## config.mk

```make
export PLATFORM = sky130hd
export DESIGN_NAME = sd_block_rx
export DESIGN_NICKNAME = d
export VERILOG_FILES = /design/src/rtl/sd_block_rx.sv
export SDC_FILE = /design/constraint.sdc
export NUM_CORES = 1
export LEC_CHECK = 0
export ABC_CLOCK_PERIOD_IN_PS = 10300
export BUFFER_PORTS_ARGS = -buffer_cell sky130_fd_sc_hd__buf_2
export CAP_MARGIN = 20
export CORE_MARGIN = 8
export CORE_UTILIZATION = 50
export CTS_CLUSTER_DIAMETER = 80
export DETAILED_ROUTE_END_ITERATION = 7
export PLACE_DENSITY = 0.76
export SETUP_SLACK_MARGIN = 0.02
export SYNTH_ARGS = -nofsm -noshare
export SYNTH_HDL_FRONTEND = slang
export SYNTH_SLANG_ARGS = --single-unit
```

## constraint.sdc

```tcl
create_clock -name clk -period 10.3 [get_ports clk]
set_clock_uncertainty 0.15 [all_clocks]
set_input_delay 2.06 -clock clk [delete_from_list [all_inputs] [get_ports clk]]
set_output_delay 2.06 -clock clk [all_outputs]
set_load 0.05 [all_outputs]
```

## src/rtl/sd_block_rx.sv

```systemverilog
// SD DAT-line receive engine: captures single/multi-block reads in 1- or 4-bit mode,
// verifies per-lane CRC16 and end bit, and streams bytes out as byte-addressed writes.
module sd_block_rx #(
   parameter  int BLOCK_BYTES = 512,
   parameter  int TIMEOUT     = 1000000,
   localparam int AW          = $clog2(BLOCK_BYTES)
) (
   input  logic          clk,
   input  logic          rst,
   input  logic          sdclk,
   input  logic [3:0]    sddat,
   input  logic          bus_4bit,
   input  logic          start,
   input  logic [15:0]   blk_count,
   input  logic          abort,
   output logic          busy,
   output logic          done,
   output logic          crc_err,
   output logic          timeout_err,
   output logic          blk_done,
   output logic [15:0]   blk_idx,
   output logic          outreq,
   output logic [AW-1:0] outaddr,
   output logic [7:0]    outbyte
);

   localparam int TW = $clog2(TIMEOUT + 1) + 1;

   typedef enum logic [2:0] {
      IDLE,
      WAIT_START,
      DATA,
      CRC,
      ENDBIT,
      FINISH
   } state_t;

   state_t        state;
   logic          sdclk_q;
   logic          mode_4;
   logic [15:0]   blk_total;
   logic [TW-1:0] to_cnt;
   logic [AW-1:0] byte_cnt;
   logic [2:0]    bit_cnt;
   logic [3:0]    crc_cnt;
   logic [7:0]    shreg;
   logic [15:0]   crc_calc [4];
   logic [15:0]   crc_rx   [4];

   logic          ev;
   logic          start_bit;
   logic          byte_end;
   logic          blk_ok;
   logic [3:0]    lane_act;
   logic [7:0]    byte_nxt;

   // Serial CRC16-CCITT step (x^16+x^12+x^5+1), MSB first.
   function automatic logic [15:0] crc16_step(input logic [15:0] c, input logic b);
      logic fb;
      fb = c[15] ^ b;
      return {c[14:0], 1'b0} ^ (fb ? 16'h1021 : 16'h0000);
   endfunction

   // NOTE: every variable gets a value at the top of this block, so no latch is inferred.
   always_comb begin
      ev        = sdclk & ~sdclk_q;
      lane_act  = mode_4 ? 4'hF : 4'h1;
      start_bit = mode_4 ? (sddat == 4'h0) : ~sddat[0];
      byte_end  = mode_4 ? bit_cnt[0] : (bit_cnt == 3'd7);
      byte_nxt  = mode_4 ? {shreg[3:0], sddat} : {shreg[6:0], sddat[0]};
      blk_ok    = 1'b1;
      for (int i = 0; i < 4; i++)
         if (lane_act[i] && ((crc_calc[i] != crc_rx[i]) || !sddat[i]))
            blk_ok = 1'b0;
   end

   // NOTE: the lane CRC arrays are plain registers, so they take the async reset like everything else.
   always_ff @(posedge clk or posedge rst) begin
      if (rst) begin
         state       <= IDLE;
         sdclk_q     <= 1'b0;
         mode_4      <= 1'b0;
         blk_total   <= '0;
         to_cnt      <= '0;
         byte_cnt    <= '0;
         bit_cnt     <= '0;
         crc_cnt     <= '0;
         shreg       <= '0;
         for (int i = 0; i < 4; i++) begin
            crc_calc[i] <= '0;
            crc_rx[i]   <= '0;
         end
         busy        <= 1'b0;
         done        <= 1'b0;
         crc_err     <= 1'b0;
         timeout_err <= 1'b0;
         blk_done    <= 1'b0;
         blk_idx     <= '0;
         outreq      <= 1'b0;
         outaddr     <= '0;
         outbyte     <= '0;
      end else begin
         sdclk_q  <= sdclk;
         done     <= 1'b0;
         blk_done <= 1'b0;
         outreq   <= 1'b0;
         if (abort && state != IDLE) begin
            state <= IDLE;
            busy  <= 1'b0;
         end else begin
            unique case (state)
               IDLE: begin
                  // A start coinciding with the done pulse belongs to the old transfer.
                  if (start && !abort && !done) begin
                     mode_4      <= bus_4bit;
                     blk_total   <= (blk_count == 16'd0) ? 16'd1 : blk_count;
                     crc_err     <= 1'b0;
                     timeout_err <= 1'b0;
                     blk_idx     <= '0;
                     to_cnt      <= '0;
                     busy        <= 1'b1;
                     state       <= WAIT_START;
                  end
               end
               WAIT_START: begin
                  byte_cnt <= '0;
                  bit_cnt  <= '0;
                  crc_cnt  <= '0;
                  shreg    <= '0;
                  for (int i = 0; i < 4; i++) begin
                     crc_calc[i] <= '0;
                     crc_rx[i]   <= '0;
                  end
                  if (ev) begin
                     if (start_bit) begin
                        state <= DATA;
                     end else if (to_cnt >= TW'(TIMEOUT)) begin
                        timeout_err <= 1'b1;
                        state       <= FINISH;
                     end else begin
                        to_cnt <= to_cnt + TW'(1);
                     end
                  end
               end
               DATA: begin
                  if (ev) begin
                     shreg <= byte_nxt;
                     for (int i = 0; i < 4; i++)
                        if (lane_act[i])
                           crc_calc[i] <= crc16_step(crc_calc[i], sddat[i]);
                     if (byte_end) begin
                        bit_cnt  <= '0;
                        outreq   <= 1'b1;
                        outbyte  <= byte_nxt;
                        outaddr  <= byte_cnt;
                        byte_cnt <= byte_cnt + AW'(1);
                        if (byte_cnt == AW'(BLOCK_BYTES - 1))
                           state <= CRC;
                     end else begin
                        bit_cnt <= bit_cnt + 3'd1;
                     end
                  end
               end
               CRC: begin
                  if (ev) begin
                     for (int i = 0; i < 4; i++)
                        if (lane_act[i])
                           crc_rx[i] <= {crc_rx[i][14:0], sddat[i]};
                     crc_cnt <= crc_cnt + 4'd1;
                     if (crc_cnt == 4'd15)
                        state <= ENDBIT;
                  end
               end
               ENDBIT: begin
                  if (ev) begin
                     if (!blk_ok) begin
                        crc_err <= 1'b1;
                        state   <= FINISH;
                     end else begin
                        blk_done <= 1'b1;
                        if (blk_idx + 16'd1 == blk_total) begin
                           state <= FINISH;
                        end else begin
                           blk_idx <= blk_idx + 16'd1;
                           to_cnt  <= '0;
                           state   <= WAIT_START;
                        end
                     end
                  end
               end
               FINISH: begin
                  done  <= 1'b1;
                  busy  <= 1'b0;
                  state <= IDLE;
               end
               default: state <= IDLE;
            endcase
         end
      end
   end

endmodule

```

### Word level (Yosys, flattened, before mapping)

Cells that the tools add are included.
W data, S select, Z words.

* add/subtract/negate cells: 5
* order comparisons: 1
* equal/unequal tests: 42
* mux-type cells: 83
* bitwise logic cells: 12
* reductions and logical operators: 46

Operators with widths (number)
* $pmux W64 S2: 2
* $mux W16: 13
* $mux W21: 7
* $mux W64: 2
* $ne A16 B16 Y1: 4
* $xor A16 B13 Y16: 4
* $pmux W21 S3: 1
* $mux W13: 4
* $mux W3: 15
* $ne A2 B2 Y1 const B: 20
* $reduce_and A4 Y1: 10
* $pmux W16 S2: 1
* $mux W1: 24
* $ne A3 B3 Y1 const B: 8
* $add A21 B1 Y21 const B: 1
* $ge A21 B20 Y1 const B: 1
* $mux W9: 2
* $pmux W9 S2: 1
* $reduce_and A9 Y1: 2
* $add A16 B1 Y16 const B: 1
* $eq A16 B16 Y1: 1
* $logic_not A16 Y1: 1
* $pmux W3 S5: 1
* $pmux W7 S2: 1
* 29 further kinds: 62

* register bits after elaboration: 232
* bits of input ports: 26
* output and inout bits: 39
* word-level logic and storage cells: 215

### Longest topological paths before layout

Gate-level depths: netlist (run 1).

* depth in word-level cells: 11
* gate-level depth with buffers: 12

### Least setup slack after synthesis (run 1)

Ideal clock, no wire load.

* path kind: input to register
* start point: input sdclk
* end point: register blk_total[10]
* setup time: 0.125 ns
* arrival: 3.806 ns
* path slack: 6.219 ns
* stages on the path: 6
* path buffers: 1
* cells stage by stage: nor2b_1 > a21oi_1 > or4_1 > nor2_1 > clkbuf_1 > mux2_2

RTL lines
* start, declared: RTL line 10 `input logic sdclk,`
* end signal, assigned: RTL line 116 `blk_total <= (blk_count == 16'd0) ? 16'd1 : blk_count;`
* end, declared: RTL line 41 `logic [15:0] blk_total;`

==> flow_results.org, run 1 <==
** Logic synthesis
- List of most frequent post-synthesis cells :: sky130_fd_sc_hd__dfrtp_1, sky130_fd_sc_hd__nand2_1, sky130_fd_sc_hd__o21ai_0, sky130_fd_sc_hd__xnor2_1, sky130_fd_sc_hd__nand3_1
- Area share of the largest cell type after synthesis :: 51.8%
- By area the synthesized netlist is led by sky130_fd_sc_hd__dfrtp_1, sky130_fd_sc_hd__nand2_1, sky130_fd_sc_hd__xnor2_1, sky130_fd_sc_hd__a22o_1, sky130_fd_sc_hd__o21ai_0.
- In this run, distinct cell masters in the synthesized netlist total 62.
- Counting flops with a built-in enable in the synthesized netlist gives 0.
- Most used flip-flop cell after synthesis :: sky130_fd_sc_hd__dfrtp_1
- In the synthesized netlist, the number of instances is 1138.
- Of all cell types, the one taking the most synthesized area is sky130_fd_sc_hd__dfrtp_1.
- In the post-synthesis netlist, the cell with the most instances is sky130_fd_sc_hd__dfrtp_1.
- FF+latch count, synth :: 232
- Yosys printed 0 warnings.
- Proportion of synthesized flip-flops having asynchronous set or reset :: 100%
- After synthesis, flip-flops and latches occupy 51.8% of the total area.
- After synthesis the cells add up to 11200 µm².
- Avg Inst Size Synth :: 9.85 µm²
- Number of nets in the synthesized netlist :: 1172

** Critical path
- STA classifies the critical path startpoint as an input pin.
- On the worst path, the slowest cell contributes a delay of 910 ps.
- Internal reg-to-reg setup slack :: 6420 ps
- The critical path in this run is classified as in2reg.
- Critical path data arrival time :: 4790 ps
- Traced cell by cell, the critical path runs through buf_2 > nor2b_1 > a21oi_1 > or4_1 > nor2_2 > mux2_2.
- For the worst setup path, the data required time is 10560 ps.
- Kind of capture point of the worst setup path :: flop
- The largest individual stage delay along the critical path comes from the cell sky130_fd_sc_hd__nor2_2.
- Of all nets on the critical path, the largest fanout is 22.

** Drt
- Across all layers, the routed design uses 8623 vias.
- Number of optimization iterations in the first detailed-route pass :: 5
- After detailed routing, the average wire length per cell comes to 17.8 µm.
- Number of vias per cell :: 5.86
- The count of nets left with antenna violations once routing finished came out at 0.
- Initial drt markers :: 867
- Residual DRC :: 0
- The final layout contains routed wiring with a total length of 26200 µm.

** Clocking
- Clock tree synthesis inserted a total of 26 buffers.
- Clock input transition at the sequential cells of the worst setup and hold paths :: 60 ps
- Sink Count :: 232
- For the worst-skew pair, the clock arrives at the later sink with an insertion delay of 530 ps.
- Cts repair resizes :: 0
- Hold buffer count at CTS :: 0
- In this run the number of H-tree levels came out at 1.
- Clock root buffer :: sky130_fd_sc_hd__clkbuf_16
- Maximum buffer depth of the clock tree :: 3
- In this run the post-CTS setup repair buffer count came out at 0.
- CTS tree :: built

** Floorplanning
- The core region is 21900 µm².
- Measured along the y axis, the die boundary spans 166 µm.
- Floorplan die area :: 27500 µm²
- During I/O placement, the number of pins put on the boundary was 65.
- The initialized floorplan defines 54 standard-cell rows.
- Once the floorplan was initialized, standard cells occupied 51.2% of the core.
- The floorplan step set the die width to 166 µm.

** Job
- Max-cap violations in this run came to 0.

** Place
- Total cell area at the placement stage :: 11700 µm²
- In this run the tool buffered the top-level ports with 64 buffer cells.
- Routability-driven placement finished with a final weighted congestion of 0.866.
- The HPWL after detailed placement is 17100 µm.

** Pwr
- IR analysis of the VDD net gives a maximum drop of 137 µV.
- Leakage power figure :: 5.82 nW
- For this design the ratio of total power to cell area is 218 nW/µm².
- The completed layout was analyzed and its total power is 0.00275 W.

** Timing
- Hold is met by 332 ps.
- Final cycle utilization of the critical path :: 44.0%
- In this run the tightest slew margin relative to its limit is 33.5%.
- Final hold vios :: 0
- Unrepaired setup endpoints after global routing :: no
- For this run, the top clock speed supported by timing is 220 MHz.
- At the pin with the least slew margin, the transition time is 996 ps.
- Final setup violation count :: 0
- For the final routed database, the setup TNS stands at 0 ps.
- The final max-slew violation count came to 0.
- After layout, the minimum clock period comes to 4540 ps.

** Hold path
- Kind of path behind the tightest hold check :: reg2reg

** Global routing
- Initial antenna violation count :: 0
- Entering global routing, the biggest net connects 115 pins.
- The number of global-route vias before repair came to 8498.
- Gr usage total :: 18.6%
- First-pass GRT wire length :: 43900 µm
- After global routing the overflow that remains totals 0.

** Final layout
- Fill cells in the final layout number 1888.
- Diode insertion count for antenna repair :: 0
- The post-route netlist has 13.9% of its cells at a drive strength greater than 1.
- Total Nets Final :: 1207
- The finished cells cover 12600 µm².
- Synth-to-layout area growth :: 12.5%

** Status
- The run finished with clean final reports.
[worst paths after layout]
kind,start,endpoint,depth (start not counted)
max,sdclk,blk_total[13],6
min,outbyte[6],outbyte[6],2
max reg2reg,blk_idx[0],to_cnt[2],9
min reg2reg,outbyte[6],outbyte[6],2
max in group asynchronous,rst,crc_calc[62],3
min in group asynchronous,rst,blk_total[4],2
[area by class of cell]
type	count	area (µm²)	area share [%]
Timing Repair Buffer	76	422	3.34
Sequential cell	232	5810	46.0
Tap cell	280	350	2.78
Clock buffer	39	811	6.43
Inverter	12	52.6	0.417
Multi-Input combinational cell	825	5090	40.4
Clock inverter	8	76.3	0.605
[cell families after synthesis]
| group | synth area share, % |
|---|---|
| AOI/OAI and AO/OA | 14.5 |
| xor gates and xnor gates | 7.89 |
| and+or+nand+nor | 18.6 |
| muxes | 3.23 |
| buffers and inverters | 3.10 |
| adders and majority gates | 0.893 |
| DFF | 51.8 |
[metal layers]
metal / vias up / share of wire (%) / global-route usage, %
li1: 4103 / - / -
met5: - / 0 / 0
met2: 225 / 48 / 30.8
met4: 0 / 2.7 / 5.53
met1: 4242 / 44 / 24.8
met3: 53 / 4.8 / 2.86
[report_power, final]
group / switching, W / leakage [nW] / internal [W] / total (W)
combinational: 0.000440 / 2.22 / 0.000224 / 0.000664
clock: 0.000368 / 0.431 / 0.000567 / 0.000935
sequential: 0.000139 / 3.17 / 0.00101 / 0.00115
[critical path: cells and delay by family]
kind | cells | cell delay (ps)
mux | 1 | 420
buf+inv | 1 | 90
compound gates | 1 | 140
simple gates | 3 | 2060
[sequential cells by signal, indices dropped and copies added (netlist names), 3 cells and up]
register,count
crc_calc,64
crc_rx,64
to_cnt,21
blk_idx,16
blk_total,16
byte_cnt,9
outaddr,9
outbyte,8
shreg,7
crc_cnt,4
bit_cnt,3
state,3
[layout by cell type, fill, tap and decap left out, types with 3 or more instances in the layout]
cell / synthesis / final
sky130_fd_sc_hd__dfrtp_1: 232 / 232
sky130_fd_sc_hd__nand2_1: 212 / 212
sky130_fd_sc_hd__o21ai_0: 90 / 90
sky130_fd_sc_hd__xnor2_1: 70 / 70
sky130_fd_sc_hd__nand3_1: 67 / 66
sky130_fd_sc_hd__buf_2: 7 / 64
sky130_fd_sc_hd__a22o_1: 58 / 58
sky130_fd_sc_hd__nor2_1: 38 / 36
sky130_fd_sc_hd__xor2_1: 31 / 31
sky130_fd_sc_hd__nor3_1: 29 / 28
sky130_fd_sc_hd__clkbuf_16: 0 / 27
sky130_fd_sc_hd__mux2_2: 25 / 25
sky130_fd_sc_hd__nand4_1: 23 / 23
sky130_fd_sc_hd__a21oi_1: 18 / 18
sky130_fd_sc_hd__a21o_1: 15 / 15
sky130_fd_sc_hd__o31ai_1: 14 / 14
sky130_fd_sc_hd__nor4_1: 13 / 12
sky130_fd_sc_hd__inv_1: 11 / 10
sky130_fd_sc_hd__o211ai_1: 10 / 10
sky130_fd_sc_hd__buf_4: 5 / 10
sky130_fd_sc_hd__and3_1: 10 / 9
sky130_fd_sc_hd__clkbuf_8: 0 / 9
sky130_fd_sc_hd__mux2i_1: 8 / 8
sky130_fd_sc_hd__or4_1: 8 / 8
sky130_fd_sc_hd__or3_1: 8 / 8
sky130_fd_sc_hd__ha_1: 8 / 8
sky130_fd_sc_hd__or2_2: 6 / 6
sky130_fd_sc_hd__a211o_1: 6 / 6
sky130_fd_sc_hd__nand2b_1: 5 / 5
sky130_fd_sc_hd__and4_1: 5 / 5
sky130_fd_sc_hd__nor2b_1: 4 / 4
sky130_fd_sc_hd__a31oi_1: 4 / 4
sky130_fd_sc_hd__nor3b_1: 4 / 4
sky130_fd_sc_hd__a41oi_1: 3 / 3
sky130_fd_sc_hd__clkinvlp_4: 0 / 3
sky130_fd_sc_hd__clkbuf_1: 50 / 3
sky130_fd_sc_hd__clkinv_2: 0 / 3
[stage by stage]
stage | cells | setup WS (ps) | utilization, %
floorplan | 1138 | 1730 | -
global placement | 1422 | 5300 | 53.4
detailed placement | 1423 | 5250 | 53.4
CTS | 1470 | 5800 | 57.5
global route | 1472 | 5610 | 57.6
finish | 1472 | 5760 | 57.6
Power figures use the tool's default switching activity.
==> run 2, diff against run 1 <==
Settings changed: ABC_AREA set to 1, ABC_CLOCK_PERIOD_IN_PS 10300 to 4650.
Clock period 10.3 ns to 4.65 ns, I/O delays scaled along.
==> run 2 against run 1 <==
Synthesized cell count up 43%; via count up 27%; sequential cell count unchanged; global-route usage up 2.2 points; first-iteration DRC count up 3.5%; largest power group unchanged; sequential share of layout area down 3.6 points; worst setup slack worse by 4600 ps.
==> flow_results.org, run 2 <==
** Status
- Result of the run :: complete, no violations

** Critical path
- Required time worst endpoint :: 4960 ps
- Critical path data arrival time :: 3780 ps
- Critical path type :: reg2reg
- Kind of capture point of the worst setup path :: flop
- Kind of launch point of the worst setup path :: flop
- Most prevalent standard cell on the critical path :: sky130_fd_sc_hd__nand2_1
- The signal on the critical path passes through ha_1 > nand2_1 > nor2_2 > nand2_1 > nand3b_1 > nand2_1 > nor2_1 > nand2_1 > nor2_1 > nand4_2 > nand3_1 > nand2_1 > inv_1.
- The slowest stage of the critical path is the sky130_fd_sc_hd__nand3_1 cell.
- Delay of the slowest critical-path stage :: 790 ps
- Of all nets on the critical path, the largest fanout is 21.

** Floorplanning
- Count of standard-cell rows :: 57
- Measured along the y axis, the die boundary spans 172 µm.
- DIE WIDTH :: 172 µm
- In this run the standard cell core region covers 24200 µm².
- Starting utilization of the core area :: 50.6%
- Boundary Pins :: 65
- Floorplan die area :: 29700 µm²

** Clocking
- No sink is reached through more buffers than the 3 on the longest clock path.
- Clock input transition at the sequential cells of the worst setup and hold paths :: 60 ps
- Clock root buffer :: sky130_fd_sc_hd__clkbuf_16
- Hold buffer count at CTS :: 0
- Sink Count :: 232
- In this run the number of H-tree levels came out at 1.
- The later pin in the worst-skew pair is clocked with a latency of 540 ps.
- Cts repair resizes :: 0
- Post-CTS setup-driven buffer insertion count :: 0
- CTS tree :: built
- Total CTS buffers :: 27

** Place
- Port-buffer cells :: 64
- After legalization and detailed placement, the total HPWL measured 20500 µm.
- Routability-driven placement finished with a final weighted congestion of 0.884.
- OpenSTA, run right after detailed placement, puts the worst setup slack at 1280 ps.

** Hold path
- The worst hold path belongs to the class reg2reg.

** Timing
- Final WS setup :: 1180 ps
- Subtracting the final worst setup slack from the clock period gives 3470 ps.
- Setup violations remaining at the end of the flow were counted as 0.
- Final cycle utilization of the critical path :: 74.7%
- Achievable clock frequency :: 288 MHz
- Setup repair after global routing left no endpoint under its margin.
- Final sum of negative setup slack :: 0 ps
- The number of endpoints with negative hold slack in the final report is 0.
- The final max-slew violation count came to 0.
- Headroom to the max-slew limit came out at 24.1%.
- Worst slew pin tran :: 1140 ps

** Global routing
- The number of antenna violations at the first check in global routing was 0.
- The first global-routing pass estimated 51400 µm of wire.
- Pin count of the biggest net entering global routing :: 198
- Global routing used 20.8% of the available tracks across all layers.
- Via count of the first global-routing pass :: 10600
- Summed over all layers, the global routing overflow is 0.

** Final layout
- In the final layout, the registers with the most flip-flops are crc_calc: 64 flops, crc_rx: 64 flops, to_cnt: 21 flops.
- In the final layout, the share of cells above drive strength 1 is 8.89%.
- Commonest cells after routing, fill and taps aside :: sky130_fd_sc_hd__nand2_1, sky130_fd_sc_hd__dfrtp_1, sky130_fd_sc_hd__inv_1, sky130_fd_sc_hd__nor2_1, sky130_fd_sc_hd__o21ai_0
- Total Nets Final :: 1705
- The library cell used most frequently in the layout, excluding fill and tap cells, is sky130_fd_sc_hd__nand2_1.
- Synth-to-layout area growth :: 11.9%
- Diode insertion count for antenna repair :: 0

** Logic synthesis
- For this run, the leading register cell type out of synthesis is sky130_fd_sc_hd__dfrtp_1.
- Area contributors post-synth :: sky130_fd_sc_hd__dfrtp_1, sky130_fd_sc_hd__nand2_1, sky130_fd_sc_hd__inv_1, sky130_fd_sc_hd__o21ai_0, sky130_fd_sc_hd__nand3_1
- The Yosys step of the flow raised 0 warnings.
- FF+latch count, synth :: 232
- The number of nets handed over by synthesis was 1658.
- After synthesis, the most frequently instantiated cells are sky130_fd_sc_hd__nand2_1, sky130_fd_sc_hd__dfrtp_1, sky130_fd_sc_hd__inv_1, sky130_fd_sc_hd__nor2_1, sky130_fd_sc_hd__o21ai_0.
- Each instance of the synthesized netlist takes up on average 7.53 µm².
- Yosys instantiated no cell more often than sky130_fd_sc_hd__nand2_1.
- Mapped cell area :: 12200 µm²
- The cell count after synthesis came out at 1624.
- Number of enable-type register cells in the synthesized netlist :: 0
- Cell type with the largest total area after synthesis :: sky130_fd_sc_hd__dfrtp_1
- Area share of the largest cell type after synthesis :: 47.4%
- In the synthesized netlist the async set-or-reset flop fraction comes to 100%.
- After synthesis, the netlist uses 43 different library cells.
- Of the synthesized area, sequential elements account for 47.4%.

** Pwr
- Design Power :: 0.00657 W
- In this run the power spent charging and discharging nets is 0.00252 W.
- Clock group share of total power :: 31.6%
- In this run the power density over the cells is 480 nW/µm².
- Comb pwr share :: 31.2%
- Leakage power figure :: 6.75 nW
- Internal power comes to 0.00404 W.
- VDD IR-drop max :: 281 µV
- Net switching is 38.4% of the power.
- Per report_power, the sequential group accounts for 37.1% of the total.

** Drt
- For this block, the via count after detailed routing is 10900.
- Wires add up to 30200 µm.
- The count of nets left with antenna violations once routing finished came out at 0.
- Number of optimization iterations in the first detailed-route pass :: 5
- Dividing the detail-routed wire length by the instance count gives 15.0 µm.
- After detailed routing, the number of remaining DRC violations is 0.
- Using the TritonRoute via totals, the vias-per-cell ratio works out to 5.44.
- Initial drt markers :: 897

** Job
- Max-cap check violation count :: 0
[run 2: cell types whose count changed after synthesis, sizes merged, moves of 41 or more]
cell and change:
o22ai +64, nand4 +41, nand2 +238, nand3 +42, inv +221, nor2 +112
a22o -58, xnor2 -63
[run 2: final cells by class]
| cell class | count | area [µm²] |
|---|---|---|
| Clock buffer | 35 | 756 |
| Clock inverter | 11 | 109 |
| Fill cell | 2178 | 10500 |
| Inverter | 233 | 878 |
| Multi-Input combinational cell | 1100 | 5310 |
| Sequential cell | 232 | 5810 |
| Tap cell | 324 | 405 |
| Timing Repair Buffer | 77 | 430 |
[run 2: metrics by stage]
stage | util, % | cell area (µm²) | cells | hold WS [ps]
2_1_floorplan | - | 12200 | 1624 | 289
6_report | 56.6 | 13700 | 2012 | 322
3_5_place_dp | 53.1 | 12800 | 1966 | 309
4_1_cts | 56.6 | 13700 | 2012 | 318
5_1_grt | 56.6 | 13700 | 2012 | 340
3_3_place_gp | 53.1 | 12800 | 1966 | 302
[run 2: worst paths after layout]
kind	from	end	slack (ps)	depth (start not counted)
worst max-delay path	blk_idx[0]	to_cnt[20]	1180	13
worst min-delay path	outaddr[3]	outaddr[3]	320	2
worst max register to register	blk_idx[0]	to_cnt[20]	1180	13
worst min register to register	outaddr[3]	outaddr[3]	320	2
max in group asynchronous	rst	crc_rx[18]	2940	3
min in group asynchronous	rst	crc_rx[55]	390	3
[run 2: power groups by stage]
stage	Clock (W)	Combinational (W)	Sequential (W)
2_1_floorplan	0	0.00143	0.00255
3_3_place_gp	0	0.00201	0.00246
5_1_grt	0.00220	0.00229	0.00247
4_1_cts	0.00211	0.00205	0.00244
3_5_place_dp	0	0.00204	0.00247
6_report	0.00208	0.00205	0.00244
[run 2: kinds of logic (layout without fill, tap and decap cells)]
kind of cell / count (synthesis) / after routing / share of synthesized area (%)
and+or+nand+nor: 817 / 817 / 28.7
buffers and inverters: 292 / 356 / 9.45
AOI/OAI and AO/OA: 239 / 239 / 10.9
DFF: 232 / 232 / 47.4
xor gates and xnor gates: 36 / 36 / 2.70
adders and majority gates: 8 / 8 / 0.818
[run 2: worst max-delay path, delay by kind of cell, from the launching register on]
kind | cells | cell delay [ps]
buf+inv | 1 | 80
flops | 1 | 490
fa+ha+maj | 1 | 240
simple gates | 11 | 2420
[run 2: metal layers]
layer	share of wire [%]	up-vias	track usage [%]
met3	6.3	63	3.22
met4	2.7	0	6.90
met5	0	-	0
met1	46	5160	28.6
met2	45	340	33.2
li1	-	5374	-
==> run 3, diff against run 2 <==
Settings changed: ABC_CLOCK_PERIOD_IN_PS 4650 to 3400.
Clock period 4.65 ns to 3.4 ns, I/O delays scaled along.
==> run 3 against run 2 <==
Core utilization rose by 0.40 points; power rose by 37%; sequential power rose by 35%; critical path type unchanged; wire length fell by 0.56%; first-iteration DRC count rose by 8.8%; die area did not move; non-clock buffer count rose by 6; sequential cell count did not move.
==> flow_results.org, run 3 (same netlist as run 2, synthesis figures left out) <==
** Final layout
- Commonest cells after routing, fill and taps aside :: sky130_fd_sc_hd__nand2_1, sky130_fd_sc_hd__dfrtp_1, sky130_fd_sc_hd__inv_1, sky130_fd_sc_hd__nor2_1, sky130_fd_sc_hd__o21ai_0
- Diode insertion count for antenna repair :: 0
- At the end of the flow the core is filled with cells to 57.0%.
- Final cell area excluding filler cells :: 13800 µm²
- The multi-input combinational cells in the finished layout cover a total of 5310 µm².
- For this run, the post-layout net count is 1710.
- The post-route netlist has 8.91% of its cells at a drive strength greater than 1.
- Final instance count without filler cells :: 2019
- Synth-to-layout area growth :: 12.7%
- Leading cell type in the layout, fill and taps excluded :: sky130_fd_sc_hd__nand2_1
- Leading registers by flop count :: crc_calc: 64 flops, crc_rx: 64 flops, to_cnt: 21 flops
- Counting the fill cells in the layout gives 2214.
- Registers take 5810 µm².

** Drt
- Summed over all layers, the routed wires come to 30100 µm.
- In the routed design, unresolved DRC markers number 0.
- Dividing the detail-routed via count by the number of cells gives 5.42.
- Via total after detailed routing :: 10900
- Final routed wire length divided by cell count :: 14.9 µm
- The first TritonRoute pass finished after 7 iterations.
- Initial drt markers :: 976
- The detail route stage leaves a number of antenna-violating nets equal to 0.

** Clocking
- H-tree Lvls :: 1
- Clock input transition at the sequential cells of the worst setup and hold paths :: 60 ps
- TritonCTS built the clock tree.
- Once the clock tree was built, the resizer swapped 0 gates to a different size.
- Buffers inserted during clock tree synthesis total 26.
- Buffers inserted to repair hold after CTS numbered 0.
- Clock insertion delay at the later pin of the skew report :: 550 ps
- Once the clock tree was built, the setup fixing pass inserted 0 buffers.
- Maximum buffer depth of the clock tree :: 3
- For this design, the sink count on the clock tree is 232.
- Clock root buffer :: sky130_fd_sc_hd__clkbuf_16

** Global routing
- Via count of the first global-routing pass :: 10400
- Pin count of the biggest net entering global routing :: 97
- Overflow after GRT :: 0
- Initial antenna violation count :: 0
- Global routing used 20.6% of the available tracks across all layers.
- First-pass GRT wire length :: 50800 µm

** Pwr
- The worst-case IR drop observed on VDD is 451 µV.
- Combinational logic is responsible for 32.3% of the overall power.
- Clock group share of total power :: 31.1%
- Net Sw Frac :: 38.3%
- The internal portion of the total power is 0.00557 W.
- Power share of the sequential group :: 36.6%
- Switching power :: 0.00346 W
- Leakage power figure :: 6.78 nW
- Power Dens Cells :: 654 nW/µm²

** Critical path
- R2R cell count :: 15
- STA classifies the critical path endpoint as a flop.
- In this design, the critical path's most frequently occurring cell is sky130_fd_sc_hd__nand2_1.
- WP buf/inv :: 1
- Worst reg2reg startpoint :: blk_idx[0]
- Delay of the slowest critical-path stage :: 460 ps
- Critical path data arrival time :: 3240 ps
- Setup slack on the worst reg-to-reg path comes out at 430 ps.
- Critical path type :: reg2reg
- In this design, the largest share of critical-path delay is due to simple AND/OR/NAND/NOR gates.
- Maximum fanout along the worst path :: 38
- The worst setup path is launched from a flop.
- R2r endpoint :: blk_idx[9]
- STA puts the critical path data required time at 3670 ps.
- The signal on the critical path passes through ha_1 > nand2_1 > nor2_2 > nand2_1 > nand2_1 > nand3_1 > nand2_1 > nor2_1 > nand2_1 > nor2_1 > nand4_2 > buf_4 > nand3_2 > nand2_1 > nand2_1.
- Slowest stage cell, crit path :: sky130_fd_sc_hd__dfrtp_1

** Hold path
- Kind of path behind the tightest hold check :: in2async

** Timing
- The final max-slew violation count was 0.
- Setup total negative slack on the finished layout was measured at 0 ps.
- Setup violations remaining at the end of the flow were counted as 0.
- The worst path uses 87.4% of the clock period.
- For the pin with the worst max-slew slack, the measured transition is 852 ps.
- After layout, the minimum clock period comes to 2970 ps.
- Final hold vios :: 0
- Worst relative slew slack :: 42.7%
- Achievable clock frequency :: 337 MHz
- Minimum hold slack :: 94.8 ps
- Unrepaired setup endpoints after global routing :: no

** Place
- Port-buffer cells :: 64
- After legalization and detailed placement, the total HPWL measured 21000 µm.
- Once placement completed, the tool counted placed cells totaling 1972.
- Total cell area at the placement stage :: 12900 µm²
- At the end of routability-driven placement, the weighted congestion stood at 0.942.

** Floorplanning
- Die outline height :: 172 µm
- For this design the top-level I/O count stands at 65.
- Floorplan die area :: 29700 µm²
- DIE WIDTH :: 172 µm
- Core Footprint :: 24200 µm²
- For this configuration, the core starts out at a cell density of 50.6%.
- Count of standard-cell rows :: 57

** Job
- Across the run, the number of max-cap violations was 0.

** Status
- Result of the run :: complete, no violations
[run 3: cell types whose count changed in the layout (fill, tap and decap cells not counted), sizes merged]
cell | previous run | this run
buf | 77 | 83
clkbuf | 35 | 40
clkinv | 8 | 4
[run 3: power groups by stage]
stage | Sequential [W] | Combinational, W | Clock [W]
after floorplan | 0.00349 | 0.00195 | 0
after detailed placement | 0.00334 | 0.00287 | 0
after CTS | 0.00330 | 0.00290 | 0.00287
final | 0.00330 | 0.00291 | 0.00281
after global placement | 0.00333 | 0.00284 | 0
after global routing | 0.00334 | 0.00323 | 0.00297
[run 3: worst register-to-register path, cell delays in order, from the launching register on]
cell,delay [ps]
sky130_fd_sc_hd__dfrtp_1,460
sky130_fd_sc_hd__ha_1,220
sky130_fd_sc_hd__nand2_1,100
sky130_fd_sc_hd__nor2_2,290
sky130_fd_sc_hd__nand2_1,140
sky130_fd_sc_hd__nand2_1,110
sky130_fd_sc_hd__nand3_1,70
sky130_fd_sc_hd__nand2_1,60
sky130_fd_sc_hd__nor2_1,40
sky130_fd_sc_hd__nand2_1,50
sky130_fd_sc_hd__nor2_1,60
sky130_fd_sc_hd__nand4_2,110
sky130_fd_sc_hd__buf_4,380
sky130_fd_sc_hd__nand3_2,390
sky130_fd_sc_hd__nand2_1,180
sky130_fd_sc_hd__nand2_1,60
[run 3: layout make-up]
cell class	count	area share [%]
Clock buffer	40	5.46
Inverter	233	6.37
Tap cell	324	2.94
Timing Repair Buffer	83	3.81
Clock inverter	7	0.826
Sequential cell	232	42.1
Multi-Input combinational cell	1100	38.5
[run 3: worst max-delay path by stage]
stage | depth (start not counted) | start | endpoint | slack, ps
global route | 12 | blk_idx[0] | blk_idx[10] | 180
floorplan | 1 | rst | bit_cnt[0] | -470
CTS | 15 | blk_idx[0] | blk_idx[9] | 480
global placement | 10 | sdclk | to_cnt[17] | 580
finish | 15 | blk_idx[0] | blk_idx[9] | 430
detailed placement | 12 | blk_idx[0] | blk_idx[9] | 500
[run 3: through the flow]
stage / total power (W) / setup WS [ps]
after global routing: 0.00954 / 183
after CTS: 0.00906 / 479
after floorplan: 0.00544 / -466
after global placement: 0.00617 / 580
after detailed placement: 0.00622 / 500
final: 0.00902 / 429
[run 3: routing by layer]
| metal | up-vias | wire (µm) | global-route usage [%] | part of all wire (%) |
|---|---|---|---|---|
| li1 | 5377 | - | - | - |
| met2 | 341 | 13900 | 33.2 | 46 |
| met1 | 5169 | 13500 | 28.7 | 45 |
| met5 | - | 0 | 0 | 0 |
| met4 | 0 | 590 | 5.43 | 2.0 |
| met3 | 46 | 2040 | 2.81 | 6.8 |
